--- src/rtl/jreg_xfer_ctrl.sv ---
// jreg_xfer_ctrl
//   Sequencer/arbiter for a bank of N2 bus registers sharing one bus. Accepts
//   register-to-register move requests from two requesters (round-robin on
//   contention) and steps the bank through: enable src, set dst, release set.
//   The enable is held one cycle past the set so the latching register sees
//   stable bus data on both sides of its set pulse.
//
// Ports
//   clk, reset              clock; synchronous active-high reset
//   reqX_valid/src/dst      requester X transfer request (held until ready)
//   reqX_ready              requester X accepted this cycle (IDLE only)
//   we                      one-hot register output-enable to bus
//   ws                      one-hot register set (latch from bus)
//   busy                    transfer in progress
//   done, done_id           final-cycle pulse and owning requester
module jreg_xfer_ctrl #(
  parameter int N  = 2,
  parameter int N2 = 4
) (
  input  logic          clk,
  input  logic          reset,
  input  logic          req0_valid,
  input  logic [N-1:0]  req0_src,
  input  logic [N-1:0]  req0_dst,
  output logic          req0_ready,
  input  logic          req1_valid,
  input  logic [N-1:0]  req1_src,
  input  logic [N-1:0]  req1_dst,
  output logic          req1_ready,
  output logic [N2-1:0] we,
  output logic [N2-1:0] ws,
  output logic          busy,
  output logic          done,
  output logic          done_id
);

  typedef enum logic [1:0] {
    S_IDLE,
    S_ENABLE,
    S_SET,
    S_RELEASE
  } state_e;

  state_e       state_q, state_d;
  logic [N-1:0] src_q, src_d;
  logic [N-1:0] dst_q, dst_d;
  logic         id_q, id_d;
  logic         last_q, last_d;   // requester granted most recently
  logic         grant_any;
  logic         grant_id;
  logic [N2-1:0] src_oh;
  logic [N2-1:0] dst_oh;

  // Arbitration: only evaluated in IDLE; on contention the requester not
  // granted last wins. Reset suppresses any acceptance.
  always_comb begin
    grant_any = 1'b0;
    grant_id  = 1'b0;
    if (!reset && state_q == S_IDLE) begin
      if (req0_valid && req1_valid) begin
        grant_any = 1'b1;
        grant_id  = ~last_q;
      end else if (req0_valid) begin
        grant_any = 1'b1;
        grant_id  = 1'b0;
      end else if (req1_valid) begin
        grant_any = 1'b1;
        grant_id  = 1'b1;
      end
    end
  end

  assign req0_ready = grant_any & ~grant_id;
  assign req1_ready = grant_any &  grant_id;

  always_comb begin
    state_d = state_q;
    src_d   = src_q;
    dst_d   = dst_q;
    id_d    = id_q;
    last_d  = last_q;
    case (state_q)
      S_IDLE: begin
        if (grant_any) begin
          state_d = S_ENABLE;
          src_d   = grant_id ? req1_src : req0_src;
          dst_d   = grant_id ? req1_dst : req0_dst;
          id_d    = grant_id;
          last_d  = grant_id;
        end
      end
      S_ENABLE:  state_d = S_SET;
      S_SET:     state_d = S_RELEASE;
      S_RELEASE: state_d = S_IDLE;
      default:   state_d = S_IDLE;
    endcase
  end

  always_ff @(posedge clk) begin
    if (reset) begin
      state_q <= S_IDLE;
      src_q   <= '0;
      dst_q   <= '0;
      id_q    <= 1'b0;
      last_q  <= 1'b1;
    end else begin
      state_q <= state_d;
      src_q   <= src_d;
      dst_q   <= dst_d;
      id_q    <= id_d;
      last_q  <= last_d;
    end
  end

  // Moore decode from registered state and captured indices only.
  always_comb begin
    src_oh        = '0;
    dst_oh        = '0;
    src_oh[src_q] = 1'b1;
    dst_oh[dst_q] = 1'b1;
  end

  always_comb begin
    we = '0;
    ws = '0;
    case (state_q)
      S_ENABLE:  we = src_oh;
      S_SET: begin
        we = src_oh;
        // A self-move must not latch the register onto its own output.
        if (src_q != dst_q) ws = dst_oh;
      end
      S_RELEASE: we = src_oh;
      default: begin
        we = '0;
        ws = '0;
      end
    endcase
  end

  assign busy    = (state_q != S_IDLE);
  assign done    = (state_q == S_RELEASE);
  assign done_id = id_q;

endmodule

--- config.mk ---
export PLATFORM = sky130hd
export DESIGN_NAME = jreg_xfer_ctrl
export DESIGN_NICKNAME = d
export VERILOG_FILES = /design/src/rtl/jreg_xfer_ctrl.sv
export SDC_FILE = /design/constraint.sdc
export NUM_CORES = 1
export LEC_CHECK = 0
export ABC_AREA = 0
export CAP_MARGIN = 20
export CORE_AREA = 3 3 40 42
export CTS_CLUSTER_SIZE = 14
export DETAILED_ROUTE_END_ITERATION = 12
export DIE_AREA = 0 0 43 45
export GPL_TIMING_DRIVEN = 0
export PLACE_DENSITY = 0.76
export SYNTH_ARGS = -nofsm -noshare
export SYNTH_HDL_FRONTEND = slang
export SYNTH_SLANG_ARGS = --single-unit
--- constraint.sdc ---
create_clock -name clk -period 3.25 [get_ports clk]
set_input_delay 0.65 -clock clk [delete_from_list [all_inputs] [get_ports clk]]
set_output_delay 0.65 -clock clk [all_outputs]
set_load 0.05 [all_outputs]
# After elaboration in Yosys (flattened, before gate mapping)
# Cells that the tools add are included.
[totals] regBits=8 latchBits=0 mem_bits_rw=0 romBits=0 input_bits=12 out_inout_bits=13 elab_cells=45 memories=0
[op_classes] n_addsub=0 multipliers=0 n_div=0 magnitude_cmp=4 n_eq_ne=5 n_shift=0 n_mux=18 bitwise=4 n_reduce_logical=9
[ops] cell="two-way mux 4 bit" count=3
[ops] cell="two-way mux 1 bit" count=9
[ops] cell="one-hot mux 2 bit (4 select lines)" count=1
[ops] cell="< comparator 2 x 3 -> 1 bit (second input constant)" count=2
[ops] cell="two-way mux 2 bit" count=3
[ops] cell="demux 1 bit (select 2 bit)" count=2
[ops] cell="equality test 2 bit (second input constant)" count=2
[ops] cell="greater-or-equal comparator 2 x 1 -> 1 bit (second input constant)" count=2
[ops] cell="logical AND 1 bit" count=4
[ops] cell="OR reduction 3 bit" count=1
[ops] cell="AND 1 bit" count=2
[ops] cell="equality test 2 x 1 -> 1 bit (second input constant)" count=1
[ops] cell="logical NOT 2 bit" count=1
[ops] cell="!= test 2 bit" count=1
[ops] cell="!= test 2 bit (second input constant)" count=1
[ops] cell="NOT 1 bit" count=2
[ops] cell="AND reduction 2 bit" count=1
[ops] cell="nonzero test 2 bit" count=1
[ops] cell="logical NOT 1 bit" count=1

# Longest topological paths before layout
# Gate-level depths: netlist (run 1).
[depth] word_depth=6 mapped_depth=6

# Least setup slack after synthesis (run 1)
# No wires, ideal clock.
[synth_timing] kind="reg-to-output" from="register state_q[0]" to="output port ws[0]" arrival_ns=2.211 required_time_ns=2.600 slack_ns=0.389 stages_incl_launch_ff=4 path_buffers=0 path_cell_list="dfxtp_1 -> inv_1 -> ha_1 -> nor4b_1"
[synth_via] elab_chain_len=2
[synth_lines] item="start, declared" line="44" rtl="state_e state_q, state_d;"
[synth_lines] item="start signal, assigned" line="107" rtl="state_q <= state_d;"
[synth_lines] item="equality test 2 bit" line="126" rtl="case (state_q)"
[synth_lines] item="two-way mux 4 bit" line="126"
[synth_lines] item="end, declared" line="31" rtl="output logic [N2-1:0] ws,"
# No other way between the ends.

# Worst setup path in the final report (run 1)
[layout_timing] from="input port reset" to="output port req0_ready"
[layout_via] elab_chain_len=5 elab_cells_between_ends=6
[layout_lines] item="start, declared" line="21" rtl="input logic reset,"
[layout_lines] item="logical NOT 1 bit (*)" line="59" rtl="if (!reset && state_q == S_IDLE) begin"
[layout_lines] item="logical AND 1 bit (*)" line="59"
[layout_lines] item="two-way mux 1 bit" line="59"
[layout_lines] item="NOT 1 bit" line="73" rtl="assign req0_ready = grant_any & ~grant_id;"
[layout_lines] item="AND 1 bit (*)" line="73"
[layout_lines] item="end, declared" line="25" rtl="output logic req0_ready,"
# Mark *: on every way between the ends. The rest lies on a longest branch, timed or not.

==> results of run 1 <==
-- kinds of logic after synthesis --
family,count (synthesis)
buffers and inverters,6
AND/OR/NAND/NOR,24
adder cells (fa/ha/maj),3
AO/OA/AOI/OAI,16
flip-flops,8
-- registers in the layout, indices dropped and copies added (netlist names) --
register,cells
dst_q,2
last_q,1
done_id,1
state_q,2
src_q,2
-- per-stage QoR --
step / setup WS, ns / power, mW / hold slack [ns] / cell area, sq um / cells
3_3_place_gp: 0.07458 / 0.5461 / 0.4337 / 762.0 / 96
6_report: 0.1987 / 0.6252 / 0.4533 / 787.0 / 99
5_1_grt: 0.1328 / 0.6636 / 0.4581 / 787.0 / 99
3_5_place_dp: 0.03849 / 0.5525 / 0.4381 / 762.0 / 96
4_1_cts: 0.04209 / 0.6317 / 0.4519 / 784.5 / 99
2_1_floorplan: 0.3892 / 0.4394 / 0.5057 / 503.0 / 57
-- worst max-delay path by stage --
stage	start	endpoint	slack, ns
finish	reset	req0_ready	0.20
detailed placement	req1_valid	req1_ready	0.04
floorplan	state_q[0]	ws[0]	0.39
global route	reset	req0_ready	0.13
CTS	req1_valid	req1_ready	0.04
global placement	req1_valid	req1_ready	0.07
-- power by group through the flow --
stage / Clock, mW / Sequential [mW] / Combinational (mW)
2_1_floorplan: 0 / 0.162 / 0.278
3_3_place_gp: 0 / 0.157 / 0.389
3_5_place_dp: 0 / 0.159 / 0.393
4_1_cts: 0.0811 / 0.157 / 0.393
5_1_grt: 0.0833 / 0.162 / 0.418
6_report: 0.0755 / 0.158 / 0.392
-- routing by layer --
metal  track usage (%)  wire length (um)  vias up  share of wire [%]
li1                  -                 -      262                  -
met1             14.42               577      241                 47
met2             21.86               560       17                 46
met3             2.390                65        2                5.3
met4             10.84                17        0                1.4
met5                 0                 0        -                  0
-- placed cells by master (no fill, tap or decap), types with 2 or more instances in the layout --
master / Yosys / layout
dfxtp_1: 8 / 8
clkdlybuf4s50_1: 0 / 23
or2_0: 2 / 2
clkbuf_4: 0 / 3
and3_1: 2 / 2
a32o_2: 2 / 2
nor3_1: 3 / 3
inv_1: 4 / 4
a22o_1: 2 / 2
and3_2: 2 / 2
ha_1: 3 / 3
nor2_1: 4 / 4
a21oi_1: 4 / 4
a221o_1: 2 / 2
-- what timing repair did --
action | 4_1_cts | 5_1_grt
endpoints found under the hold margin | 0 | 0
gates resized for setup | 0 | 1
endpoints found under the setup margin | 0 | 1
-- worst register-to-register path, delay by kind of cell (launching register included) --
family          cells  cell delay (ns)
compound gates      1             0.33
fa+ha+maj           1             0.20
buf+inv             2             0.21
flops               1             0.37
simple gates        2             0.33
-- layout make-up --
cell class	instances	area, sq um	area share, %
Tap cell	15	18.77	2.385
Sequential cell	8	160.2	20.35
Timing Repair Buffer	24	242.7	30.84
Clock buffer	3	22.52	2.862
Inverter	4	15.01	1.908
Buffer	2	15.01	1.908
Multi-Input combinational cell	43	312.8	39.75
==> key figures, run 1 <==
Run status
  • Outcome: finished clean

Worst hold path
  • Worst hold endpoint: done_id
  • Worst hold path class: flip-flop to flip-flop
  • Hold path start: done_id
  • Hold depth: 1

Clock network
  • Htree depth: 1
  • Worst-path clk slew: approximately 0.050 ns
  • Clk root buf: clkbuf_4
  • Worst-skew pair later-pin latency: around 0.25 ns
  • CTS tree: done
  • Post-CTS Hold Buffers: 0
  • Total CTS buffers: 3
  • CTS sink cnt: 8
  • Clock buffer depth: 2
  • Setup bufs post-CTS: 0

Final layout
  • Share of layout cells above drive strength 1: around 15%
  • Antenna fix cells: 0
  • Area growth syn-to-layout: 56.47%
  • # fillers: approximately 130
  • Finished Core Util: 61.25%
  • Nets@finish: ~100

Pwr
  • Part of the power in registers: between 20% and 30%
  • VDD IR max: roughly 420 uV
  • Static Leak: around 0.35 nW
  • Clock share of power: ~12%
  • Switching Fraction: a little under half
  • Net Sw Power: between 0.2 and 0.3 mW
  • Gate power share: between 60% and 70%
  • Int Pwr: 0.3266 mW
  • Pwr dens: ~790 mW/mm^2

Synthesis
  • Seq cells post-synth: 8
  • Ys flop type: dfxtp_1
  • Compound-Gate Fraction of Synth Area: 24.38%
  • Post-Synth Simple-Gate Area: 30.35%
  • Post-Syn Instances: 57
  • Most common cell in the netlist: dfxtp_1
  • Largest family of logic cells by synthesized area: simple AND/OR/NAND/NOR gates
  • Post-synth EDFFs: 0
  • Post-Synth XOR/XNOR Area: 0%
  • Top cells by area, synth: dfxtp_1 32%, ha_1 7.5%, a32o_2 4.5%
  • Mean Syn Cell Area: roughly 8.8 sq um
  • Library cells used by synthesis: 31
  • Cell taking the most area after synthesis: dfxtp_1
  • Mapped cell area: approximately 500 sq um
  • Net Count, Synth: just over 70
  • Synth top area share: about a third
  • Yosys warnings: 0
  • Synth async-reset ratio: 0%
  • Mux contribution to synthesized area: 0%
  • Post-synth top cells: 8 x dfxtp_1, 4 x a21oi_1, 4 x inv_1, 4 x nor2_1
  • Synth Area in Adders: 7.463%
  • Sequential fraction of the synthesis area: roughly a third

Place
  • IO Port Bufs: 24
  • GPL Wtd Cong: roughly 0.7
  • Post-DP HPWL: roughly 950 um

Setup path
  • Largest stage delay, worst path: 0.80 ns
  • Crit path cell chain: clkdlybuf4s50_1, nor2b_4, and3_4, clkdlybuf4s50_1
  • Most common cell on crit path: clkdlybuf4s50_1
  • Critical Path Start Type: primary input
  • Crit path DAT: approximately 2.4 ns
  • Slowest cell on crit path: clkdlybuf4s50_1
  • RR Startpoint: state_q[0]
  • WP data required: approximately 2.6 ns
  • Top delay family on crit path: buffers and inverters
  • CP bufs+invs: 2
  • Worst R2R Path Depth: 6
  • Crit path max fanout: 6
  • Critical path type: primary input to primary output
  • CP Depth: 4
  • CP endpoint kind: primary output
  • Reg2reg setup slack: around 1.7 ns
  • Worst R2R End: src_q[1]

Global route
  • Antenna violations before repair: 0
  • First-pass GRT wire length: 1849 um
  • Vias in the first global route: 460
  • GRT Resource Usage Total: 13.06%
  • Largest net degree at the start of global routing: 10
  • GRT overflow: 0

Route
  • DR pass1 iterations: 4
  • Antenna-violating nets left: 0
  • Via count: 522
  • Wire per inst: roughly 12 um
  • Vias per inst: ~5.3
  • Drc violations: 0
  • Drt total wl: 1220 um
  • Iteration-0 DRC Markers: 9

Floorplanning
  • Die Y: between 40 and 50 um
  • Row count: 13
  • Core outline area: 0.001285 sq mm
  • Die Wd: ~43 um
  • Initial core utilization: 39.14%
  • Io pins: 25
  • Die area: between 0.0015 and 0.002 sq mm

Job
  • Max_cap viols: 0

Timing
  • Setup violations, final: 0
  • Final worst-path cycle share: roughly 94%
  • Layout Skew: between 0.002 and 0.003 ns
  • Achievable frequency: 327.7 MHz
  • Min cycle time layout: 3.051 ns
  • Measured slew at the worst slew-check pin: 0.5185 ns
  • Hold Violations, Final: 0
  • TNS Setup: 0 ns
  • Slew HR: about two thirds
  • Unrepaired setup endpoints after global routing: no
  • Slew Viols, Final: 0
No activity file was read; power rests on OpenSTA's default activity.
==> run 2: changes to the inputs <==
--- a/config.mk
+++ b/config.mk
@@ -8,7 +8,7 @@
 export ABC_AREA = 0
-export CAP_MARGIN = 20
-export CORE_AREA = 3 3 40 42
+export CAP_MARGIN = 30
+export CORE_MARGIN = 3
+export CORE_UTILIZATION = 38
 export CTS_CLUSTER_SIZE = 14
 export DETAILED_ROUTE_END_ITERATION = 12
-export DIE_AREA = 0 0 43 45
 export GPL_TIMING_DRIVEN = 0
==> constraint.sdc (replaced) <==
create_clock -name clk -period 3.4 [get_ports clk]
set_input_delay 0.68 -clock clk [delete_from_list [all_inputs] [get_ports clk]]
set_output_delay 0.68 -clock clk [all_outputs]
set_load 0.01 [all_outputs]
==> run 2 against run 1 <==
Clock skew down 0.00060 ns. Clock power decreased by 2%. Critical path depth unchanged. Register-to-register slack gained 0.14 ns. Die area shrank 7.2%. Combinational power shrank 30%. Clock-buffer cell count is the same. First-iteration DRC count up 22%.
==> key figures, run 2 (synthesis results as in run 1) <==
Run status
  • Outcome: finished clean

Worst hold path
  • Worst hold path class: flip-flop to flip-flop
  • Worst hold endpoint: done_id
  • Hold path start: done_id
  • Hold depth: 1

Timing
  • Hold Violations, Final: 0
  • Measured slew at the worst slew-check pin: about 0.33 ns
  • TNS Setup: 0 ns
  • Final worst-path cycle share: between 80% and 90%
  • Slew HR: roughly 80%
  • Min Hold Slack: around 0.46 ns
  • Achievable frequency: ~330 MHz
  • Layout Skew: approximately 0.0021 ns
  • Slew Viols, Final: 0
  • Min cycle time layout: about 3 ns
  • Unrepaired setup endpoints after global routing: no
  • Setup violations, final: 0

Place
  • IO Port Bufs: 24
  • Placed Instance Area: around 760 sq um
  • Post-DP HPWL: about 940 um
  • GPL Wtd Cong: between 0.7 and 0.8

Clock network
  • Clock buffer depth: 2
  • CTS sink cnt: 8
  • CTS tree: done
  • Total CTS buffers: 3
  • Post-cts sizing count: 0
  • Worst-skew pair later-pin latency: approximately 0.25 ns
  • Htree depth: 1
  • Setup bufs post-CTS: 0
  • Clk root buf: clkbuf_4
  • Worst-path clk slew: around 0.06 ns
  • Post-CTS Hold Buffers: 0

Route
  • Antenna-violating nets left: 0
  • Via count: roughly 530
  • Iteration-0 DRC Markers: 11
  • Vias per inst: about 5.4
  • Drt total wl: 1174 um
  • Wire per inst: 11.98 um
  • DR pass1 iterations: 4
  • Drc violations: 0

Global route
  • GRT met3 Usage: just over 5%
  • Routing usage on met2: 24.32%
  • Antenna violations before repair: 0
  • Met1 usage: around 16%
  • GRT Resource Usage Total: between 10% and 20%
  • Largest net degree at the start of global routing: 10
  • GRT overflow: 0
  • First-pass GRT wire length: about 2000 um
  • Vias in the first global route: between 400 and 500
  • Most Crowded Layer GR: met2

Setup path
  • Largest stage delay, worst path: ~0.55 ns
  • WP data required: approximately 2.7 ns
  • Critical Path Start Type: primary input
  • Most common cell on crit path: clkdlybuf4s50_1
  • Worst R2R End: dst_q[1]
  • CP bufs+invs: 2
  • Critical path type: primary input to primary output
  • Reg2reg setup slack: ~1.8 ns
  • RR Startpoint: state_q[0]
  • Crit path max fanout: 6
  • CP endpoint kind: primary output
  • Crit path cell chain: clkdlybuf4s50_1, a21boi_1, and2_2, clkdlybuf4s50_1
  • Worst R2R Path Depth: 6
  • Top delay family on crit path: buffers and inverters
  • Crit path DAT: around 2.3 ns
  • Slowest cell on crit path: clkdlybuf4s50_1

Floorplanning
  • Initial core utilization: between 40% and 50%
  • Row count: 12
  • Die Y: 42.38 um
  • Io pins: 25
  • Die Wd: 42.38 um
  • Die area: around 0.0018 sq mm
  • Core outline area: 0.001171 sq mm

Final layout
  • Cell area after layout: about 800 sq um
  • Antenna fix cells: 0
  • Commonest non-fill, non-tap cell in the layout: clkdlybuf4s50_1
  • Area growth syn-to-layout: 55.72%
  • Nets@finish: slightly above 100
  • Finished Core Util: 66.88%
  • Largest regs: dst_q x2, src_q x2, state_q x2
  • Share of layout cells above drive strength 1: between 10% and 20%
  • Most frequent cells in the layout: 24 x clkdlybuf4s50_1, 8 x dfxtp_1, 4 x inv_1, 4 x nor2_1, 4 x a21oi_1

Pwr
  • Total Power: around 0.5 mW
  • Pwr dens: between 600 and 700 mW/mm^2
  • VDD IR max: around 360 uV
  • Static Leak: approximately 0.33 nW

Job
  • Max_cap viols: 0
-- run 2: per-layer routing --
layer | share of wire (%) | wire length [um]
met5 | 0 | 0
met4 | 1.3 | 15
met3 | 8.8 | 103
met2 | 46 | 541
met1 | 44 | 513
-- run 2: cell type report --
class	count	area, sq um
sequential	8	160.2
clock buffer	3	22.52
timing repair buffer	24	240.2
tap	14	17.52
fill	118	387.9
inverter	4	15.01
buffer	2	15.01
multi-input combinational	43	312.8
-- run 2: metrics by stage --
stage | setup WS, ns | cells
after floorplan | 1.630 | 57
after global placement | 0.4250 | 95
after detailed placement | 0.3937 | 95
after CTS | 0.3818 | 98
after global routing | 0.3251 | 98
final | 0.4019 | 98
-- run 2: worst max-delay path by stage --
| stage | startpoint | endpoint | slack, ns | depth (start not counted) |
|---|---|---|---|---|
| after floorplan | req1_valid | req1_ready | 1.63 | 2 |
| after global placement | req1_valid | req1_ready | 0.42 | 4 |
| after detailed placement | req1_valid | req1_ready | 0.39 | 4 |
| after CTS | req1_valid | req1_ready | 0.38 | 4 |
| after global routing | req1_valid | req1_ready | 0.33 | 4 |
| final | req1_valid | req1_ready | 0.40 | 4 |
-- run 2: report_power, final --
group	switching, mW	leakage (nW)	internal (mW)
logic	0.125	0.255	0.149
clock network	0.0338	0.0138	0.0405
registers	0.0264	0.0661	0.124
total	0.185	0.335	0.313
==> run 3: changes to the inputs <==
Settings changed: CORE_MARGIN 3 to 4, RECOVER_POWER set to 25.
Clock period 3.4 ns to 3.2 ns, I/O delays scaled along.
==> run 3 against run 2 <==
Largest power group unchanged. Clock power grew 9.0%. First-iteration DRC count shrank 55%. Sequential share of layout area grew 0.098 points. Worst setup slack lost 0.17 ns. Die area grew 9.7%. Final area shrank 0.48%. Critical path type unchanged. Sequential cell count is the same. Critical path depth is the same. Combinational power grew 6%. Clock skew grew 0.00057 ns. Final cell count is the same.
==> key figures, run 3 (synthesis results as in run 1) <==
Floorplanning
  • Row count: 12
  • Die Wd: roughly 44 um
  • Die Y: ~44 um
  • Initial core utilization: 42.95%
  • Core outline area: between 0.001 and 0.0015 sq mm
  • Io pins: 25
  • Die area: between 0.0015 and 0.002 sq mm

Route
  • DR WL met3: around 120 um
  • Drt total wl: about 1300 um
  • Iteration-0 DRC Markers: 5
  • Wire per inst: about 13 um
  • Drc violations: 0
  • Top sig layer: met4
  • Met2 routed WL: between 500 and 600 um
  • Antenna-violating nets left: 0
  • Post-Route M1 WL: between 500 and 600 um
  • DR pass1 iterations: 4
  • Vias per inst: around 5.3
  • Via count: approximately 520

Final layout
  • # fillers: 102
  • Finished Core Util: between 60% and 70%
  • Area growth syn-to-layout: 54.98%
  • Final cell count without fillers: 98
  • Most frequent cells in the layout: 23 x clkdlybuf4s50_1, 8 x dfxtp_1, 5 x a21oi_1
  • Largest regs: dst_q x2, src_q x2, state_q x2
  • Commonest non-fill, non-tap cell in the layout: clkdlybuf4s50_1
  • Nets@finish: roughly 100
  • Antenna fix cells: 0
  • Share of layout cells above drive strength 1: between 10% and 20%

Place
  • GPL Wtd Cong: around 0.79
  • Placed Cells: 95
  • IO Port Bufs: 24
  • Post-DP HPWL: approximately 1000 um

Clock network
  • Clk root buf: clkbuf_4
  • Post-CTS Hold Buffers: 0
  • Worst-skew pair later-pin latency: about 0.26 ns
  • CTS sink cnt: 8
  • Worst-path clk slew: ~0.060 ns
  • CTS tree: done
  • Setup bufs post-CTS: 0
  • Htree depth: 1
  • Clock buffer depth: 2
  • Post-cts sizing count: 0
  • Total CTS buffers: 3

Timing
  • Unrepaired setup endpoints after global routing: no
  • Slew Viols, Final: 0
  • Setup violations, final: 0
  • Min cycle time layout: 2.973 ns
  • Slew HR: a little over 70%
  • Min Hold Slack: ~0.46 ns
  • Layout Skew: roughly 0.0027 ns
  • Measured slew at the worst slew-check pin: 0.4177 ns
  • Achievable frequency: 336.4 MHz
  • TNS Setup: 0 ns
  • Hold Violations, Final: 0
  • Final worst-path cycle share: roughly 93%

Pwr
  • Total Power: about 0.53 mW
  • VDD IR max: 424.6 uV
  • Pwr dens: ~680 mW/mm^2
  • Static Leak: 0.3343 nW

Global route
  • Largest net degree at the start of global routing: 10
  • Vias in the first global route: 480
  • Antenna violations before repair: 0
  • GRT overflow: 0
  • GRT Resource Usage Total: ~15%
  • First-pass GRT wire length: slightly above 2000 um

Setup path
  • CP endpoint kind: primary output
  • WP data required: ~2.6 ns
  • Critical Path Start Type: primary input
  • Crit path max fanout: 6
  • Crit path DAT: between 2 and 2.5 ns
  • Critical path type: primary input to primary output

Worst hold path
  • Worst hold path class: flip-flop to flip-flop

Job
  • Max_cap viols: 0

Run status
  • Outcome: finished clean
run 3: changes by cell type in the layout (fill, tap and decap cells not counted):
cell,delta
a21oi_1,+1
a21oi_2,-1
clkdlybuf4s50_1,-1
dlygate4sd3_1,+1
or2_0,+1
or2_1,-1
run 3: layer usage:
layer	vias up	global-route usage, %
met5	-	0
met4	0	9.036
met3	4	6.911
met2	20	23.26
met1	233	15.78
li1	264	-
run 3: area by class of cell:
| class | instances | area, sq um | area share, % |
|---|---|---|---|
| Sequential cell | 8 | 160.2 | 20.55 |
| Multi-Input combinational cell | 43 | 309.0 | 39.65 |
| Timing Repair Buffer | 24 | 240.2 | 30.82 |
| Buffer | 2 | 15.01 | 1.926 |
| Tap cell | 14 | 17.52 | 2.247 |
| Inverter | 4 | 15.01 | 1.926 |
| Clock buffer | 3 | 22.52 | 2.889 |
run 3: final timing paths:
kind                   start    endpoint  slack (ns)  cells past startpoint
setup / recovery  req1_valid  req1_ready        0.23                      4
hold / removal       done_id     done_id        0.46                      1
setup reg to reg  state_q[0]    dst_q[1]        1.65                      6
hold reg to reg      done_id     done_id        0.46                      1
run 3: power breakdown:
group / internal (mW) / switching (mW) / leakage, nW
Sequential: 0.132 / 0.0282 / 0.0661
Clock: 0.0432 / 0.0379 / 0.0138
Combinational: 0.157 / 0.133 / 0.254
run 3: critical path: stages:
cell and delay [ns]:
dlygate4sd3_1 0.62, a21boi_1 0.32, and2_2 0.21, clkdlybuf4s50_1 0.53
run 3: through the flow:
stage	instance area [sq um]	worst slack (ns)
global route	779.5	0.1193
finish	779.5	0.2272
detailed placement	760.7	0.3040
global placement	760.7	0.3135
CTS	783.3	0.2829
floorplan	503.0	1.510
